File: src/rtl/proc_control_unit.sv
// proc_control_unit: Moore control unit for the TCES 330 processor.
// Fetches 16-bit instructions, owns PC and IR, and drives the register-file,
// ALU and data-memory controls as pure functions of State and IR.
// Ports: Clk, Rst (sync, active-high), IMData (ROM data) in;
//        PCAddr, IR, D_Addr, D_Wr, RF_s, WAddr, Wen, RAAddr, RBAddr,
//        RAen, RBen, ALU_s, Halted, State out.
// Optional feature: define CTRL_JUMP_EN to make opcode 0110 a JUMP.

module proc_control_unit #(
    parameter int PC_WIDTH = 7
) (
    input  logic                Clk,
    input  logic                Rst,
    input  logic [15:0]         IMData,
    output logic [PC_WIDTH-1:0] PCAddr,
    output logic [15:0]         IR,
    output logic [7:0]          D_Addr,
    output logic                D_Wr,
    output logic                RF_s,
    output logic [3:0]          WAddr,
    output logic                Wen,
    output logic [3:0]          RAAddr,
    output logic [3:0]          RBAddr,
    output logic                RAen,
    output logic                RBen,
    output logic [2:0]          ALU_s,
    output logic                Halted,
    output logic [3:0]          State
);

    localparam logic [3:0] S_INIT   = 4'd0;
    localparam logic [3:0] S_FETCH  = 4'd1;
    localparam logic [3:0] S_DECODE = 4'd2;
    localparam logic [3:0] S_LOAD_A = 4'd3;
    localparam logic [3:0] S_LOAD_B = 4'd4;
    localparam logic [3:0] S_STORE  = 4'd5;
    localparam logic [3:0] S_ADD    = 4'd6;
    localparam logic [3:0] S_SUB    = 4'd7;
    localparam logic [3:0] S_HALT   = 4'd8;
    localparam logic [3:0] S_NOOP   = 4'd9;
`ifdef CTRL_JUMP_EN
    localparam logic [3:0] S_JUMP   = 4'd10;
    localparam logic [3:0] OP_JUMP  = 4'b0110;
`endif

    localparam logic [3:0] OP_STORE = 4'b0001;
    localparam logic [3:0] OP_LOAD  = 4'b0010;
    localparam logic [3:0] OP_ADD   = 4'b0011;
    localparam logic [3:0] OP_SUB   = 4'b0100;
    localparam logic [3:0] OP_HALT  = 4'b0101;

    localparam logic [2:0] ALU_ZERO = 3'b000;
    localparam logic [2:0] ALU_ADD  = 3'b001;
    localparam logic [2:0] ALU_SUB  = 3'b010;

    logic [3:0]          state_q, state_d;
    logic [PC_WIDTH-1:0] pc_q, pc_d;
    logic [15:0]         ir_q, ir_d;

    // Next-state, PC and IR update
    always_comb begin
        state_d = state_q;
        pc_d    = pc_q;
        ir_d    = ir_q;
        case (state_q)
            S_INIT: state_d = S_FETCH;
            S_FETCH: begin
                state_d = S_DECODE;
                ir_d    = IMData;
                // Wraps naturally modulo 2^PC_WIDTH
                pc_d    = pc_q + 1'b1;
            end
            S_DECODE: begin
                case (ir_q[15:12])
                    OP_STORE: state_d = S_STORE;
                    OP_LOAD:  state_d = S_LOAD_A;
                    OP_ADD:   state_d = S_ADD;
                    OP_SUB:   state_d = S_SUB;
                    OP_HALT:  state_d = S_HALT;
`ifdef CTRL_JUMP_EN
                    OP_JUMP:  state_d = S_JUMP;
`endif
                    default:  state_d = S_NOOP;
                endcase
            end
            S_LOAD_A: state_d = S_LOAD_B;
            S_HALT:   state_d = S_HALT;
`ifdef CTRL_JUMP_EN
            S_JUMP: begin
                state_d = S_FETCH;
                pc_d    = ir_q[PC_WIDTH-1:0];
            end
`endif
            default:  state_d = S_FETCH;
        endcase
    end

    always_ff @(posedge Clk) begin
        if (Rst) begin
            state_q <= S_INIT;
            pc_q    <= '0;
            ir_q    <= 16'h0000;
        end else begin
            state_q <= state_d;
            pc_q    <= pc_d;
            ir_q    <= ir_d;
        end
    end

    // Moore outputs: functions of state_q and ir_q only
    always_comb begin
        D_Wr   = 1'b0;
        RF_s   = 1'b0;
        Wen    = 1'b0;
        RAen   = 1'b0;
        RBen   = 1'b0;
        ALU_s  = ALU_ZERO;
        Halted = 1'b0;
        case (state_q)
            S_LOAD_A: RF_s = 1'b1;
            S_LOAD_B: begin
                RF_s = 1'b1;
                Wen  = 1'b1;
            end
            S_STORE: begin
                RAen = 1'b1;
                D_Wr = 1'b1;
            end
            S_ADD: begin
                RAen  = 1'b1;
                RBen  = 1'b1;
                ALU_s = ALU_ADD;
                Wen   = 1'b1;
            end
            S_SUB: begin
                RAen  = 1'b1;
                RBen  = 1'b1;
                ALU_s = ALU_SUB;
                Wen   = 1'b1;
            end
            S_HALT:  Halted = 1'b1;
            default: ;
        endcase
    end

    // LOAD takes its memory address from the upper byte pair of the operand
    assign D_Addr = (state_q == S_LOAD_A || state_q == S_LOAD_B)
                  ? ir_q[11:4] : ir_q[7:0];

    assign WAddr  = ir_q[3:0];
    assign RAAddr = ir_q[11:8];
    assign RBAddr = ir_q[7:4];
    assign PCAddr = pc_q;
    assign IR     = ir_q;
    assign State  = state_q;

endmodule

File: config.mk
export PLATFORM = sky130hd
export DESIGN_NAME = proc_control_unit
export DESIGN_NICKNAME = d
export VERILOG_FILES = /design/src/rtl/proc_control_unit.sv
export SDC_FILE = /design/constraint.sdc
export NUM_CORES = 1
export LEC_CHECK = 0
export ABC_AREA = 1
export CORE_MARGIN = 10
export CORE_UTILIZATION = 35
export DETAILED_ROUTE_END_ITERATION = 16
export HOLD_SLACK_MARGIN = 0.12
export PLACE_DENSITY = 0.78
export SLEW_MARGIN = 10
export SYNTH_ARGS = -nofsm -noshare
export SYNTH_HDL_FRONTEND = slang
export SYNTH_SLANG_ARGS = --single-unit
File: constraint.sdc
create_clock -name Clk -period 1.2 [get_ports Clk]
set_input_delay 0.24 -clock Clk [delete_from_list [all_inputs] [get_ports Clk]]
set_output_delay 0.24 -clock Clk [all_outputs]
set_load 0.02 [all_outputs]
==> results of run 1 <==
==> worst reg2reg max path: cells and delay by family, from the launching register on <==
family	cells	cell delay, ns
flops	1	0.39
simple gates	7	0.58
buf+inv	4	0.45
==> report_power, final <==
group	total [W]	leakage [nW]	internal [W]	switching, W
combinational	0.00179	1.07	0.000835	0.000952
clock	0.000506	0.0228	0.000237	0.000268
sequential	0.00109	0.226	0.00101	0.0000829
total	0.00338	1.32	0.00208	0.00130
==> metrics by stage <==
step	instance area, um^2	setup TNS (ns)
final	2828	-10.40
after global routing	2828	-13.03
after CTS	2625	-11.28
after detailed placement	2436	-16.45
after global placement	2436	-15.51
after floorplan	1436	-1.665
==> path summary, 6_finish.rpt <==
path / end / slack [ns]
setup / recovery: D_Addr[1] / -0.57
hold / removal: IR[8] / 0.49
hold reg to reg: IR[8] / 0.49
setup reg to reg: PCAddr[5] / -0.26
==> kinds of logic (layout without fill, tap and decap cells) <==
logic type               after synthesis  after routing  share of synthesized area (%)
XOR/XNOR                               1              1                         0.6477
AO/OA/AOI/OAI                         45             45                          17.48
AND/OR/NAND/NOR                       73             73                          24.33
buffers and inverters                 40            160                          16.37
other                                  1              1                         0.2773
adder cells (fa/ha/maj)                1              1                         0.9249
flip-flops                            27             27                          39.96
==> cell type report <==
| type | instances | area [um^2] | share of cell area (%) |
|---|---|---|---|
| flip-flops and latches | 27 | 563.0 | 19.91 |
| repair buffers | 134 | 1129 | 39.91 |
| inverters | 21 | 98.84 | 3.496 |
| repair inverters | 1 | 16.27 | 0.5752 |
| well taps | 48 | 60.06 | 2.124 |
| multi-input cells | 121 | 915.9 | 32.39 |
| clock buffers | 4 | 45.04 | 1.593 |
==> what timing repair did <==
item                       4_1_cts  5_1_grt
gates resized for setup        279       87
buffers inserted                 8       13
hold endpoints to repair         0        0
setup endpoints to repair       79       56
cloned                           3        1
pin swaps                        9       23
==> metal layers <==
layer  vias up  share of wire [%]
li1        835                  -
met1       752                 38
met2        56                 53
met3         6                8.5
met4         0                1.2
met5         -                  0
==> flip-flops by register name (all words and copies together), names as in the netlist <==
| name | cells |
|---|---|
| IR | 16 |
| PCAddr | 7 |
| State | 4 |
==> layout by cell type (no fill, tap or decap), types with 2 or more instances in the layout <==
| cell type | instances |
|---|---|
| buf_6 | 25 |
| nand2_1 | 13 |
| buf_12 | 2 |
| dfxtp_4 | 5 |
| clkdlybuf4s50_1 | 17 |
| nor3_1 | 2 |
| clkinv_8 | 2 |
| nor2_1 | 17 |
| buf_4 | 50 |
| clkbuf_2 | 6 |
| inv_2 | 3 |
| o21ai_0 | 2 |
| nand3_4 | 2 |
| buf_2 | 25 |
| a21oi_1 | 10 |
| o21ai_4 | 5 |
| nor3_2 | 3 |
| dfxtp_2 | 3 |
| o21ai_2 | 18 |
| nand3_1 | 5 |
| a21oi_2 | 9 |
| nand2_4 | 2 |
| clkdlybuf4s15_1 | 5 |
| nand2_2 | 3 |
| nor2_4 | 12 |
| clkbuf_8 | 3 |
| dfxtp_1 | 19 |
| buf_8 | 3 |
| inv_1 | 15 |
| nor2_2 | 10 |
==> impl_metrics.csv, run 1 <==
group,metric,value,unit
outcome,outcome,"finished with violations",
outcome,violations,"setup timing",
die,num_io_pins,74,
route,wl_per_cell,14.31,um
global_route,grt_first_pass_wirelength,7376,um
setup_path,cp.arrival,1.53,ns
route,drtAntennaViolNets,0,
setup_path,crit_path_end_kind,"output port",
power,leakage,1.324,nW
power,ir_worst_vdd,0.8418,mV
yosys,synth_cells,188,
yosys,yosysTopAreaCell,"dfxtp_1",
setup_path,crit_path_start,"State[2]",
yosys,syn_nets,207,
setup_path,crit_top_cell,"nor2_4",
timing,period_share,147.3,%
yosys,ys_seq_area_share,39.96,%
die,die_y,82.17,um
route,drt_pass1_iterations,4,
layout,final_nets,328,
die,die_w,82.17,um
power,power_density,1195,nW/um^2
route,wirelength,5094,um
worst_hold_path,hold_path_depth,2,
layout,nFillCells,267,
timing,min_period,1.768,ns
setup_path,crit_type,"flop to output port",
die,start_util,36.67,%
yosys,synth.most_common_cell,"nor2_1",
global_route,overflow,0,
yosys,ys_top_cells_by_count,"nor2_1, dfxtp_1, o21ai_0",
setup_path,r2r_start,"State[0]",
global_route,met1_usage,15.31,%
die,fp.coreArea,3689,um^2
route,vias_per_cell,4.632,
timing,setup_viol,40,
timing,finalHoldViolCount,0,
yosys,synth_cell_types,24,
placed_design,dpl.cell_count,335,
yosys,syn_area,1353,um^2
clock_tree,root_buffer,"clkbuf_8",
setup_path,crit_path_max_incr_delay,0.37,ns
yosys,ys_ff_latch,27,
yosys,synth_top_area_share,39.96,%
clock_tree,clkSlewWorstSetupHoldPaths,0.09,ns
job,cap_violations,0,
setup_path,slowest_stage,"dfxtp_4",
layout,layout-drive-gt1-share,63.96,%
die,die_area,6751,um^2
global_route,grt_pass1_vias,1615,
setup_path,crit_chain,"nor2_4 > nand2_2 > o21ai_4 > buf_12 > nor2_4 > a21oi_2 > buf_6",
yosys,synth_warnings,0,
worst_hold_path,hold_start,"IR[8]",
yosys,synthArstFlopShare,0,%
global_route,grt_use_met3,4.212,%
global_route,antenna_found_initial,0,
clock_tree,cts_tree,"yes",
route,via_count,1649,
placed_design,portBuffers,72,
global_route,track_usage,13.53,%
setup_path,cp_max_fo,8,
timing,drv_slew,0,
layout,area_growth,109.1,%
clock_tree,hold_buffers,0,
global_route,use_met2,24.53,%
setup_path,cp-start-kind,"flop",
layout,n_antenna_cell,0,
yosys,syn_avg_cell_area,7.194,um^2
setup_path,cp_num_buf_inv,2,
timing,finalClockSkew,0.004055,ns
placed_design,place_ws,-0.7165,ns
layout,fin_cells,356,
route,drc,0,
timing,finalWorstSetupSlack,-0.5678,ns
clock_tree,clk_latency,0.26,ns
clock_tree,cts.path.max_buffers,2,
setup_path,r2r_cells,11,
timing,holdWs,0.4880,ns
power,totalPowerFinal,0.003381,W
route,drt_iter0_markers,50,
yosys,ys_top_cells_by_area,"dfxtp_1, nor2_1, o21ai_0, buf_4, a21oi_1",
clock_tree,cts_sinks,27,
setup_path,crit_family,"flip-flops",
worst_hold_path,hold_class,"flop to flop",
die,row_count,22,
yosys,synth_top_flop_cell,"dfxtp_1",
clock_tree,h-tree-depth,1,
placed_design,place_hpwl,3533,um
global_route,busiest_layer,"met2",
timing,rsz0062_at_grt,"yes",
global_route,grt_max_degree,16,
setup_path,critPathRequiredTime,0.96,ns
setup_path,worst-path-stages,7,
timing,fmax,565.7,MHz
clock_tree,cts_buffers,3,
placed_design,place_congestion,0.7622,
layout,fin_util,76.66,%
yosys,synth_edf_count,0,
No activity file was read; power rests on OpenSTA's default activity.
==> run 2, diff against run 1 <==
- CORE_MARGIN: 10 -> 2
==> impl_metrics.csv, run 2 (synthesis gave the netlist of run 1 again) <==
group,metric,value,unit
outcome,outcome,"finished with violations",
outcome,violations,"setup timing",
setup_path,cp-start-kind,"flop",
layout,layout_commonest_cell,"buf_4",
power,p_comb_share,53.0,%
die,die_area,4378,um^2
route,routed.top_layer,"met4",
job,cap_violations,0,
route,via_count,1648,
timing,setup_viol,41,
timing,finalHoldViolCount,0,
timing,min_period,1.743,ns
power,ir_worst_vdd,0.7656,mV
setup_path,critPathRequiredTime,0.96,ns
die,die_w,66.17,um
layout,area_growth,107.8,%
power,totalPowerFinal,0.003471,W
timing,period_share,145.3,%
timing,fin_setup_tns,-13.68,ns
layout,layout-drive-gt1-share,64.72,%
timing,finalClockSkew,0.001751,ns
route,wl_met1,1937,um
clock_tree,clk_latency,0.28,ns
route,routed-wl-met2,2531,um
setup_path,crit_path_max_incr_delay,0.38,ns
setup_path,crit_chain,"nor2_4 > nand2_2 > o21ai_4 > buf_12 > nor2_4 > a21oi_2 > buf_6",
global_route,grt_max_degree,17,
power,power_density,1235,nW/um^2
global_route,grt_first_pass_wirelength,7086,um
worst_hold_path,hold_class,"flop to flop",
clock_tree,cts_tree,"yes",
clock_tree,cts_buffers,3,
clock_tree,cts.path.max_buffers,2,
layout,largest_reg_flops,16,
setup_path,cp_num_buf_inv,2,
route,wirelength,4762,um
layout,final_area,2810,um^2
setup_path,cp.arrival,1.50,ns
layout,final_nets,329,
timing,fmax,573.6,MHz
route,drt_iter0_markers,54,
route,drc,0,
route,drt_pass1_iterations,4,
global_route,grt_pass1_vias,1574,
global_route,antenna_found_initial,0,
die,row_count,22,
route,vias_per_cell,4.616,
layout,final_cell_mix,"buf_4, buf_2, nor2_1",
die,die_y,66.17,um
clock_tree,h-tree-depth,1,
setup_path,crit_type,"flop to output port",
power,switchingPower,0.001324,W
power,sw_frac_of_total,38.15,%
global_route,track_usage,20.76,%
die,start_util,36.67,%
setup_path,crit_family,"flip-flops",
clock_tree,cts_sinks,27,
placed_design,place_congestion,0.8058,
placed_design,portBuffers,72,
setup_path,crit_top_cell,"nor2_4",
route,drtAntennaViolNets,0,
clock_tree,hold_buffers,0,
route,wl_met3,226,um
power,leakage,1.315,nW
clock_tree,clkSlewWorstSetupHoldPaths,0.10,ns
placed_design,placed_cell_area,2464,um^2
power,pwr-share-clk,15.7,%
timing,finalWorstSetupSlack,-0.5434,ns
timing,drv_slew,0,
timing,rsz0062_at_grt,"yes",
placed_design,place_hpwl,2927,um
layout,n_antenna_cell,0,
die,fp.coreArea,3689,um^2
layout,fin_util,76.19,%
power,p_int,0.002147,W
setup_path,crit_path_end_kind,"output port",
power,sequentialPowerShare,31.3,%
setup_path,slowest_stage,"dfxtp_4",
route,wl_per_cell,13.34,um
die,num_io_pins,74,
setup_path,cp_max_fo,7,
clock_tree,root_buffer,"clkbuf_8",
global_route,overflow,0,
[run 2: worst reg2reg max path, cell delays in order, from the launching register on]
cell and delay, ns:
dfxtp_4 0.39, inv_4 0.04, buf_4 0.12, buf_6 0.11, nor2_4 0.12, buf_6 0.13, nand2_8 0.08, buf_12 0.15
nor2_8 0.11, nand2_2 0.06, nand2_2 0.06, nand2_2 0.04, nor2_2 0.08
[run 2: per-stage QoR]
stage / hold slack, ns / setup slack (ns) / std cells
after floorplan: 0.2994 / -0.2297 / 188
after global placement: 0.4864 / -0.6905 / 337
after detailed placement: 0.4990 / -0.7366 / 337
after CTS: 0.4905 / -0.5543 / 355
after global routing: 0.5560 / -0.6351 / 357
final: 0.5083 / -0.5434 / 357
[run 2: area by class of cell]
| type | count | area [um^2] |
|---|---|---|
| Clock buffer | 3 | 41.29 |
| Clock inverter | 1 | 7.507 |
| Fill cell | 270 | 878.3 |
| Inverter | 21 | 88.84 |
| Multi-Input combinational cell | 121 | 874.6 |
| Sequential cell | 27 | 561.8 |
| Tap cell | 48 | 60.06 |
| Timing Repair Buffer | 136 | 1176 |
[run 2: power by group through the flow]
stage | clock (W) | sequential [W] | combinational [W]
after floorplan | 0 | 0.00125 | 0.000625
after global placement | 0 | 0.00109 | 0.00150
after detailed placement | 0 | 0.00109 | 0.00151
after CTS | 0.000547 | 0.00107 | 0.00171
after global routing | 0.000583 | 0.00110 | 0.00196
final | 0.000546 | 0.00109 | 0.00184
[run 2: metal layers]
metal | GRT usage [%] | vias to the layer above
li1 | - | 831
met1 | 25.50 | 758
met2 | 36.75 | 51
met3 | 2.215 | 8
met4 | 8.163 | 0
met5 | 0 | -
[run 2: final timing paths]
check / slack [ns] / cells past startpoint / from / endpoint
max: -0.54 / 7 / State[3] / D_Addr[3]
min: 0.51 / 2 / IR[11] / IR[11]
max reg2reg: -0.35 / 12 / State[0] / PCAddr[5]
min reg2reg: 0.51 / 2 / IR[11] / IR[11]
[run 2: timing repair]
| action | in CTS | in global routing |
|---|---|---|
| endpoints found under the hold margin | 0 | 0 |
| gates cloned | 2 | 0 |
| setup endpoints to repair | 79 | 54 |
| gates resized for setup | 285 | 60 |
| buffers inserted | 13 | 9 |
| pin swaps | 25 | 16 |
==> run 3, diff against run 2 <==
- CORE_MARGIN: 2 -> unset
==> impl_metrics.csv, run 3 (synthesis gave the netlist of run 1 again) <==
group,metric,value,unit
placed_design,place_congestion,0.7555,
timing,finalWorstSetupSlack,-0.5517,ns
die,start_util,36.67,%
timing,finalClockSkew,0.004384,ns
route,drt_iter0_markers,48,
clock_tree,hold_buffers,0,
route,drtAntennaViolNets,0,
setup_path,crit_chain,"nor2_4 > nand2_2 > o21ai_4 > buf_6 > nor2_2 > a21oi_2 > buf_6",
outcome,outcome,"finished with violations",
clock_tree,cts.path.max_buffers,2,
placed_design,place_ws,-0.7189,ns
route,drc,0,
placed_design,place_hpwl,2961,um
die,row_count,22,
global_route,track_usage,21.91,%
setup_path,crit_type,"flop to output port",
timing,fmax,570.9,MHz
setup_path,cp-start-kind,"flop",
worst_hold_path,hold_class,"flop to flop",
outcome,violations,"setup timing",
clock_tree,cts_sinks,27,
layout,final_nets,328,
setup_path,cp_num_buf_inv,2,
setup_path,cp.arrival,1.51,ns
clock_tree,clkSlewWorstSetupHoldPaths,0.10,ns
clock_tree,cts_buffers,3,
timing,setup_viol,43,
global_route,overflow,0,
die,num_io_pins,74,
power,leakage,1.307,nW
clock_tree,cts_tree,"yes",
power,power_density,1225,nW/um^2
die,fp.coreArea,3689,um^2
placed_design,portBuffers,72,
setup_path,critPathRequiredTime,0.96,ns
route,wirelength,4517,um
layout,layout_commonest_cell,"buf_4",
route,drt_pass1_iterations,4,
power,ir_worst_vdd,0.7966,mV
setup_path,crit_path_max_incr_delay,0.37,ns
layout,n_antenna_cell,0,
die,die_y,64.17,um
timing,rsz0062_at_grt,"yes",
timing,finalHoldViolCount,0,
die,die_w,64.17,um
setup_path,crit_top_cell,"buf_6",
timing,holdWs,0.4995,ns
layout,area_growth,102.9,%
setup_path,r2r_setup_slack,-0.24,ns
setup_path,cp_max_fo,4,
global_route,grt_first_pass_wirelength,7141,um
clock_tree,h-tree-depth,1,
route,via_count,1692,
layout,nFillCells,290,
timing,fin_setup_tns,-11.29,ns
route,wl_per_cell,12.69,um
layout,largest_reg_flops,16,
layout,final_cell_mix,"buf_4, nor2_1, buf_2",
global_route,grt_pass1_vias,1678,
die,die_area,4117,um^2
setup_path,slowest_stage,"dfxtp_4",
route,vias_per_cell,4.753,
global_route,grt_max_degree,16,
timing,min_period,1.752,ns
timing,drv_slew,0,
power,totalPowerFinal,0.003362,W
layout,layout-drive-gt1-share,60.71,%
setup_path,crit_family,"flip-flops",
clock_tree,clk_latency,0.27,ns
job,cap_violations,0,
global_route,antenna_found_initial,0,
setup_path,crit_path_end_kind,"output port",
clock_tree,root_buffer,"clkbuf_8",
timing,period_share,146.0,%
==> run 3: changes by cell type in the layout (fill, tap and decap cells not counted), moves of 2 or more <==
cell | previous run | this run
nand3_1 | 3 | 5
a21oi_2 | 9 | 11
nand3_2 | 4 | 2
nor2_1 | 23 | 28
inv_2 | 3 | 1
buf_6 | 20 | 24
buf_4 | 53 | 49
clkbuf_2 | 5 | 8
inv_1 | 15 | 18
nor2_2 | 12 | 8
==> run 3: worst register-to-register path, stage by stage (launching register included) <==
cell and delay (ns):
dfxtp_4 0.39, inv_4 0.05, buf_6 0.12, nor2_4 0.14
buf_6 0.15, nand2_8 0.08, buf_12 0.14, buf_8 0.13
o21ai_4 0.12, a21oi_2 0.04
==> run 3: worst paths after layout <==
kind,start,endpoint,cells after the start
worst max-delay path,State[2],D_Addr[0],7
worst max register to register,State[0],IR[6],9
worst min-delay path,IR[11],IR[11],2
worst min register to register,IR[11],IR[11],2
==> run 3: metrics by stage <==
stage,area (um^2),std cells,util [%]
finish,2744,356,74.39
global route,2744,356,74.39
CTS,2616,351,70.93
detailed placement,2479,339,67.20
global placement,2479,339,67.20
floorplan,1436,188,-
==> run 3: area by class of cell <==
cell class	instances	area [um^2]	share of cell area [%]
Timing Repair Buffer	135	1160	42.27
Multi-Input combinational cell	121	832.0	30.32
Sequential cell	27	560.5	20.43
Inverter	21	85.08	3.101
Tap cell	48	60.06	2.189
Clock buffer	3	41.29	1.505
Clock inverter	1	5.005	0.1824
==> run 3: where the power goes <==
| group | internal [W] | switching [W] | total, W |
|---|---|---|---|
| Combinational | 0.000855 | 0.000907 | 0.00176 |
| Clock | 0.000232 | 0.000285 | 0.000517 |
| Sequential | 0.00101 | 0.0000762 | 0.00108 |
==> run 3: timing repair <==
item                                    CTS  global route
endpoints found under the setup margin   79            58
setup buffers                             5            11
pin swaps                                13            13
gates cloned                              3             0
gates resized for setup                 269            62
==> run 3: layer usage <==
layer / routed length, um / part of all wire (%) / track usage [%]
met1: 1848 / 41 / 23.86
met2: 2307 / 51 / 40.69
met3: 229 / 5.1 / 3.393
met4: 130 / 2.9 / 10.83
met5: 0 / 0 / 0
